--- src/rtl/time_set_pkg.sv ---
`default_nettype none
// ============================================================================
//  Module      : time_set_pkg
//  Description : Shared types and constants for the time-set controller:
//                edit FSM states, blink-select encodings, BCD digit widths
//                and field limits.
//  Revision    : 1.0 - initial release
// ============================================================================
package time_set_pkg;

   // Edit session states
   typedef enum logic [1:0] {
      ST_IDLE      = 2'd0,
      ST_EDIT_HOUR = 2'd1,
      ST_EDIT_MIN  = 2'd2,
      ST_COMMIT    = 2'd3
   } state_t;

   // Display blink select
   localparam logic [1:0] FIELD_NONE = 2'b00;
   localparam logic [1:0] FIELD_HOUR = 2'b01;
   localparam logic [1:0] FIELD_MIN  = 2'b10;

   // BCD digit widths
   localparam int U_MIN_W  = 4;
   localparam int Z_MIN_W  = 3;
   localparam int U_HOUR_W = 4;
   localparam int Z_HOUR_W = 2;

   // Largest legal value of each two-digit field
   localparam int HOUR_MAX = 23;
   localparam int MIN_MAX  = 59;

   // True when the tens/units pair is a legal BCD hour
   function automatic logic hourValid(input logic [Z_HOUR_W-1:0] z,
                                      input logic [U_HOUR_W-1:0] u);
      return (u <= 4'd9) && ((int'(z) * 10 + int'(u)) <= HOUR_MAX);
   endfunction

   // True when the tens/units pair is a legal BCD minute
   function automatic logic minValid(input logic [Z_MIN_W-1:0] z,
                                     input logic [U_MIN_W-1:0] u);
      return (u <= 4'd9) && ((int'(z) * 10 + int'(u)) <= MIN_MAX);
   endfunction

endpackage
`default_nettype wire

--- src/rtl/bcd_pair_step.sv ---
`default_nettype none
// ============================================================================
//  Module      : bcd_pair_step
//  Description : Combinational two-digit BCD +1/-1 with wrap at LIMIT and 0.
//                Simultaneous inc and dec leave the value unchanged.
//  Revision    : 1.0 - initial release
// ============================================================================
module bcd_pair_step #(
   parameter int TENS_W = 3,
   parameter int LIMIT  = 59
) (
   input  logic [TENS_W-1:0] i_tens,
   input  logic [3:0]        i_units,
   input  logic              i_inc,
   input  logic              i_dec,
   output logic [TENS_W-1:0] o_tens,
   output logic [3:0]        o_units
);

   localparam logic [TENS_W-1:0] C_LIM_TENS  = TENS_W'(LIMIT / 10);
   localparam logic [3:0]        C_LIM_UNITS = 4'(LIMIT % 10);

   // Step the pair up or down, wrapping LIMIT <-> 00
   always_comb begin
      o_tens  = i_tens;
      o_units = i_units;
      if (i_inc && !i_dec) begin
         if (i_tens == C_LIM_TENS && i_units == C_LIM_UNITS) begin
            o_tens  = '0;
            o_units = 4'd0;
         end else if (i_units == 4'd9) begin
            o_tens  = i_tens + TENS_W'(1);
            o_units = 4'd0;
         end else begin
            o_units = i_units + 4'd1;
         end
      end else if (i_dec && !i_inc) begin
         if (i_tens == '0 && i_units == 4'd0) begin
            o_tens  = C_LIM_TENS;
            o_units = C_LIM_UNITS;
         end else if (i_units == 4'd0) begin
            o_tens  = i_tens - TENS_W'(1);
            o_units = 4'd9;
         end else begin
            o_units = i_units - 4'd1;
         end
      end
   end

endmodule
`default_nettype wire

--- src/rtl/time_set_ctrl.sv ---
`default_nettype none
// ============================================================================
//  Module      : time_set_ctrl
//  Description : Button-driven edit session on a shadow copy of the current
//                time; issues a one-cycle parallel load of the edited BCD
//                digits and halts counting while editing.
//  Revision    : 1.0 - initial release
// ============================================================================
module time_set_ctrl
   import time_set_pkg::*;
#(
   parameter int TIMEOUT_CYCLES = 30000,
   parameter int TO_W           = 15
) (
   input  logic                clk,
   input  logic                rst_n,
   input  logic                btn_mode,
   input  logic                btn_inc,
   input  logic                btn_dec,
   input  logic                btn_cancel,
   input  logic [U_MIN_W-1:0]  u_min_cur,
   input  logic [Z_MIN_W-1:0]  z_min_cur,
   input  logic [U_HOUR_W-1:0] u_hour_cur,
   input  logic [Z_HOUR_W-1:0] z_hour_cur,
   output logic [U_MIN_W-1:0]  u_min_set,
   output logic [Z_MIN_W-1:0]  z_min_set,
   output logic [U_HOUR_W-1:0] u_hour_set,
   output logic [Z_HOUR_W-1:0] z_hour_set,
   output logic                load,
   output logic                count_en,
   output logic [1:0]          edit_field
);

   localparam logic [TO_W-1:0] C_TO_LAST = TO_W'(TIMEOUT_CYCLES - 1);

   state_t r_state, w_stateNext;

   logic r_modeQ, r_incQ, r_decQ, r_cancelQ;
   logic w_modeEdge, w_incEdge, w_decEdge, w_cancelEdge, w_anyEdge;
   logic w_inEdit, w_timeout, w_abort, w_stepOk;

   logic [TO_W-1:0] r_toCnt;

   logic [Z_HOUR_W-1:0] r_zHour, w_zHourNext;
   logic [U_HOUR_W-1:0] r_uHour, w_uHourNext;
   logic [Z_MIN_W-1:0]  r_zMin,  w_zMinNext;
   logic [U_MIN_W-1:0]  r_uMin,  w_uMinNext;

   assign w_modeEdge   = btn_mode   & ~r_modeQ;
   assign w_incEdge    = btn_inc    & ~r_incQ;
   assign w_decEdge    = btn_dec    & ~r_decQ;
   assign w_cancelEdge = btn_cancel & ~r_cancelQ;
   assign w_anyEdge    = w_modeEdge | w_incEdge | w_decEdge | w_cancelEdge;

   assign w_inEdit  = (r_state == ST_EDIT_HOUR) || (r_state == ST_EDIT_MIN);
   assign w_timeout = w_inEdit && (r_toCnt == C_TO_LAST);
   assign w_abort   = w_cancelEdge | w_timeout;
   // inc/dec only act when neither an abort nor a state advance wins
   assign w_stepOk  = w_inEdit & ~w_abort & ~w_modeEdge;

   // Previous button levels for rising-edge detection
   always_ff @(posedge clk or negedge rst_n) begin
      if (!rst_n) begin
         r_modeQ   <= 1'b0;
         r_incQ    <= 1'b0;
         r_decQ    <= 1'b0;
         r_cancelQ <= 1'b0;
      end else begin
         r_modeQ   <= btn_mode;
         r_incQ    <= btn_inc;
         r_decQ    <= btn_dec;
         r_cancelQ <= btn_cancel;
      end
   end

   // Edit state register
   always_ff @(posedge clk or negedge rst_n) begin
      if (!rst_n) r_state <= ST_IDLE;
      else        r_state <= w_stateNext;
   end

   // Next-state and Moore outputs
   always_comb begin
      w_stateNext = r_state;
      load        = 1'b0;
      count_en    = 1'b0;
      edit_field  = FIELD_NONE;
      case (r_state)
         ST_IDLE: begin
            count_en = 1'b1;
            if (w_modeEdge) w_stateNext = ST_EDIT_HOUR;
         end
         ST_EDIT_HOUR: begin
            edit_field = FIELD_HOUR;
            if (w_abort)         w_stateNext = ST_IDLE;
            else if (w_modeEdge) w_stateNext = ST_EDIT_MIN;
         end
         ST_EDIT_MIN: begin
            edit_field = FIELD_MIN;
            if (w_abort)         w_stateNext = ST_IDLE;
            else if (w_modeEdge) w_stateNext = ST_COMMIT;
         end
         ST_COMMIT: begin
            load        = 1'b1;
            w_stateNext = ST_IDLE;
         end
         default: w_stateNext = ST_IDLE;
      endcase
   end

   // Inactivity counter: cleared outside edit and on any press, saturates
   always_ff @(posedge clk or negedge rst_n) begin
      if (!rst_n)                     r_toCnt <= '0;
      else if (!w_inEdit || w_anyEdge) r_toCnt <= '0;
      else if (r_toCnt != C_TO_LAST)  r_toCnt <= r_toCnt + TO_W'(1);
   end

   bcd_pair_step #(.TENS_W(Z_HOUR_W), .LIMIT(HOUR_MAX)) u_hourStep (
      .i_tens  (r_zHour),
      .i_units (r_uHour),
      .i_inc   (w_incEdge & w_stepOk & (r_state == ST_EDIT_HOUR)),
      .i_dec   (w_decEdge & w_stepOk & (r_state == ST_EDIT_HOUR)),
      .o_tens  (w_zHourNext),
      .o_units (w_uHourNext)
   );

   bcd_pair_step #(.TENS_W(Z_MIN_W), .LIMIT(MIN_MAX)) u_minStep (
      .i_tens  (r_zMin),
      .i_units (r_uMin),
      .i_inc   (w_incEdge & w_stepOk & (r_state == ST_EDIT_MIN)),
      .i_dec   (w_decEdge & w_stepOk & (r_state == ST_EDIT_MIN)),
      .o_tens  (w_zMinNext),
      .o_units (w_uMinNext)
   );

   // Shadow time: captured (sanitised) on session start, stepped while editing
   always_ff @(posedge clk or negedge rst_n) begin
      if (!rst_n) begin
         r_zHour <= '0;
         r_uHour <= '0;
         r_zMin  <= '0;
         r_uMin  <= '0;
      end else begin
         case (r_state)
            ST_IDLE: begin
               if (w_modeEdge) begin
                  if (hourValid(z_hour_cur, u_hour_cur)) begin
                     r_zHour <= z_hour_cur;
                     r_uHour <= u_hour_cur;
                  end else begin
                     r_zHour <= '0;
                     r_uHour <= '0;
                  end
                  if (minValid(z_min_cur, u_min_cur)) begin
                     r_zMin <= z_min_cur;
                     r_uMin <= u_min_cur;
                  end else begin
                     r_zMin <= '0;
                     r_uMin <= '0;
                  end
               end
            end
            ST_EDIT_HOUR: begin
               r_zHour <= w_zHourNext;
               r_uHour <= w_uHourNext;
            end
            ST_EDIT_MIN: begin
               r_zMin <= w_zMinNext;
               r_uMin <= w_uMinNext;
            end
            default: ;
         endcase
      end
   end

   assign z_hour_set = r_zHour;
   assign u_hour_set = r_uHour;
   assign z_min_set  = r_zMin;
   assign u_min_set  = r_uMin;

endmodule
`default_nettype wire

--- config.mk ---
export PLATFORM = sky130hd
export DESIGN_NAME = time_set_ctrl
export DESIGN_NICKNAME = d
export VERILOG_FILES = /design/src/rtl/time_set_pkg.sv /design/src/rtl/bcd_pair_step.sv /design/src/rtl/time_set_ctrl.sv
export SDC_FILE = /design/constraint.sdc
export NUM_CORES = 1
export LEC_CHECK = 0
export CORE_ASPECT_RATIO = 0.8
export CORE_MARGIN = 2
export CORE_UTILIZATION = 50
export CTS_CLUSTER_DIAMETER = 100
export DETAILED_ROUTE_END_ITERATION = 8
export MAX_ROUTING_LAYER = met4
export PLACE_DENSITY_LB_ADDON = 0.05
export SYNTH_ARGS = -nofsm -noshare
export SYNTH_HDL_FRONTEND = slang
export SYNTH_SLANG_ARGS = --single-unit
--- constraint.sdc ---
create_clock -name clk -period 2.5 [get_ports clk]
set_clock_uncertainty 0.1 [all_clocks]
set_input_delay 0.25 -clock clk [delete_from_list [all_inputs] [get_ports clk]]
set_output_delay 0.25 -clock clk [all_outputs]
set_load 0.02 [all_outputs]
==> impl_metrics.toml <==
[outcome]
status = "finished with violations"
violations = "DRC"

[synthesis]
synth_warnings = 0
synthFlopType = "dfrtp_1"
synth_cells = 301
synth-edff-count = 0
async_flop_share_pct = 100
synth_nets = 347
synth_cell_types = 54
synth_area_sq_um = 2670
synth-seq-cells = 34
syn_avg_cell_area_sq_um = 8.88
ys_seq_area_share_pct = 31.8

[placement]
dp_worst_setup_slack_ns = -0.577
io_buffers = 35
dp_hpwl_mm = 4.98
place_inst = 428
gp_congestion = 0.854
place_area_sq_um = 3390

[route]
wirelength_mm = 6.62
vias = 2454
drtIter0Drc = 165
wl_per_cell_microns = 15.2
ant_nets = 0
remaining_drc_errors = 3
vias_per_cell = 5.63
drt-pass1-iter-count = 7

[global_routing]
grt_pass1_wl_mm = 11.3
grt_max_degree = 35
grt_pass1_vias = 2388
grt_overflow = 0
antenna_found_initial = 0
grt_usage_pct = 23.9

[die]
fp.dieW_microns = 85.8
start_util_pct = 52.5
die_y_microns = 69.4
coreArea_sq_um = 5090
die-area_sq_um = 5950
ioPinCount = 36
rows = 23

[timing]
hold_viol = 0
grt_setup_unrepaired = "yes"
slew_headroom_pct = 67.1
worstMarginPinSlew_ns = 0.488
maxSlewViolCount = 0
max_freq_mhz = 407
holdWs_ns = 0.275
finalSetupViolCount = 0
fin_crit_ns = 2.46
layout_setup_ws_ns = 0.0413
finalCritPeriodShare_pct = 98.3

[flow_run]
drv_cap = 0

[clocking]
cts_hold_buf = 0
cts_inserted_buffers = 5
path_clk_slew_ns = 0.07
ctsHtreeMaxLevel = 2
cts-root-buf = "clkbuf_8"
post-cts-setup-buffer-count = 0
clockBufferDepth = 2
cts.sinks = 34
tritoncts = "yes"
clock_latency_ns = 0.29

[setup_path]
cp-end-kind = "flip-flop"
crit_required_ns = 2.57
crit_type = "reg2reg"
critical_path_peak_fanout = 5
cp.arrival_ns = 2.53
start_kind = "flip-flop"

[layout]
stdcell_count = 436
regArea_sq_um = 851
area_delta_synth_final_pct = 33.0
num_antenna_cells = 0
fillers = 399
final_nets = 419
drive_gt1_share_pct = 20.1
multi_input_area_sq_um = 1790
design_area_sq_um = 3560

[power_and_ir_drop]
p_leak_nw = 1.54
ir_drop_mv = 0.613
finalPower_mw = 3.45
p_per_area_nw_per_um2 = 971

[worst_hold_path]
hold_path.class = "in2async"
-- cells in the final DEF (no fill, tap or decap), types with 5 or more instances in the layout --
cell              n
buf_4            44
nand2_1          20
clkbuf_8          6
o21ai_0          10
a31oi_1           6
nor2_1           34
ha_1             22
a21oi_1          13
clkdlybuf4s50_1  35
nand3b_1          5
nor3_1            5
dfrtp_1          34
a22o_1            5
nor2b_1           8
nand3_1           9
xor2_1           13
inv_1            18
xnor2_1           5
-- where the power goes --
part,internal (mW),switching [mW]
clock network,0.222,0.205
logic,1.04,1.13
registers,0.678,0.170
total,1.95,1.51
-- registers in the layout, indices dropped and copies added (netlist names) --
register    flops
r_state         2
r_cancelQ       1
r_toCnt        15
r_modeQ         1
r_incQ          1
z_min_set       3
z_hour_set      2
u_hour_set      4
u_min_set       4
r_decQ          1
-- kinds of logic (layout without fill, tap and decap cells) --
group / after synthesis / in the layout / synth area share (%)
compound gates: 68 / 68 / 18.3
xor+xnor: 18 / 18 / 5.90
fa+ha+maj: 27 / 27 / 13.2
buf+inv: 32 / 105 / 4.63
flops: 34 / 34 / 31.8
mux: 9 / 9 / 4.02
simple gates: 113 / 113 / 22.1
-- cell usage after synthesis, types with 3 or more instances --
library cell  instances  area (sq um)
a21oi_1              14          70.1
nand2b_1              4          25.0
nor2_1               34           128
a32o_1                4          40.0
xnor2_1               5          43.8
nand2_1              20          75.1
inv_1                18          67.6
o21ai_0              11          55.1
ha_1                 25           313
mux2i_1               4          40.0
a32oi_1               4          35.0
or2_2                 3          18.8
nand4_1               4          25.0
nor2b_1               8          50.1
mux2_4                3          45.0
nor3_1                5          25.0
a22o_1                5          43.8
and3_1                3          18.8
o2111ai_1             3          26.3
nand4b_1              3          26.3
and4_1                3          26.3
a31oi_1               6          37.5
clkbuf_1             10          37.5
a21boi_0              3          22.5
nand3b_1              5          37.5
xor2_1               13           114
nand3_1              11          55.1
dfrtp_1              34           851
a22oi_1               3          22.5
-- path summary, 6_finish.rpt --
check                            from      endpoint  slack, ns  depth (start not counted)
max                        r_toCnt[0]  z_min_set[1]       0.04                          7
min in group clk              btn_dec        r_decQ       0.32                          1
min                             rst_n     r_cancelQ       0.27                          2
max in group asynchronous       rst_n    r_toCnt[9]       1.70                          2
min reg2reg                r_toCnt[2]    r_toCnt[2]       0.45                          1
max reg2reg                r_toCnt[0]  z_min_set[1]       0.04                          7
-- layout make-up --
type	instances	share of cell area (%)
Clock buffer	7	2.43
Clock inverter	1	0.141
Inverter	18	1.90
Multi-Input combinational cell	235	50.3
Sequential cell	34	23.9
Tap cell	62	2.18
Timing Repair Buffer	79	19.1
-- stage by stage --
step	setup TNS [ns]	utilization, %
floorplan	-0.0499	-
global route	-0.0566	69.8
finish	0	69.8
CTS	0	69.2
global placement	-3.51	66.5
detailed placement	-4.59	66.5
-- routing by layer --
layer	share of wire, %	vias to the layer above	track usage, %
met5	0	-	-
met4	0.27	0	4.76
met3	3.3	2	4.05
met2	45	48	35.6
met1	51	1172	34.5
li1	-	1232	-
-- critical path, cell delays in order (launching register included) --
cell	delay, ns
dfrtp_1	0.36
ha_2	0.20
nand3_2	0.09
or4_4	0.58
and3_4	0.20
and3_4	0.18
o311a_4	0.33
mux2_4	0.30
-- what timing repair did --
item                       CTS  global route
resized for setup           10             7
setup endpoints to repair   10            11
pin swaps                    0             3
(Power assumes the default switching activity.)
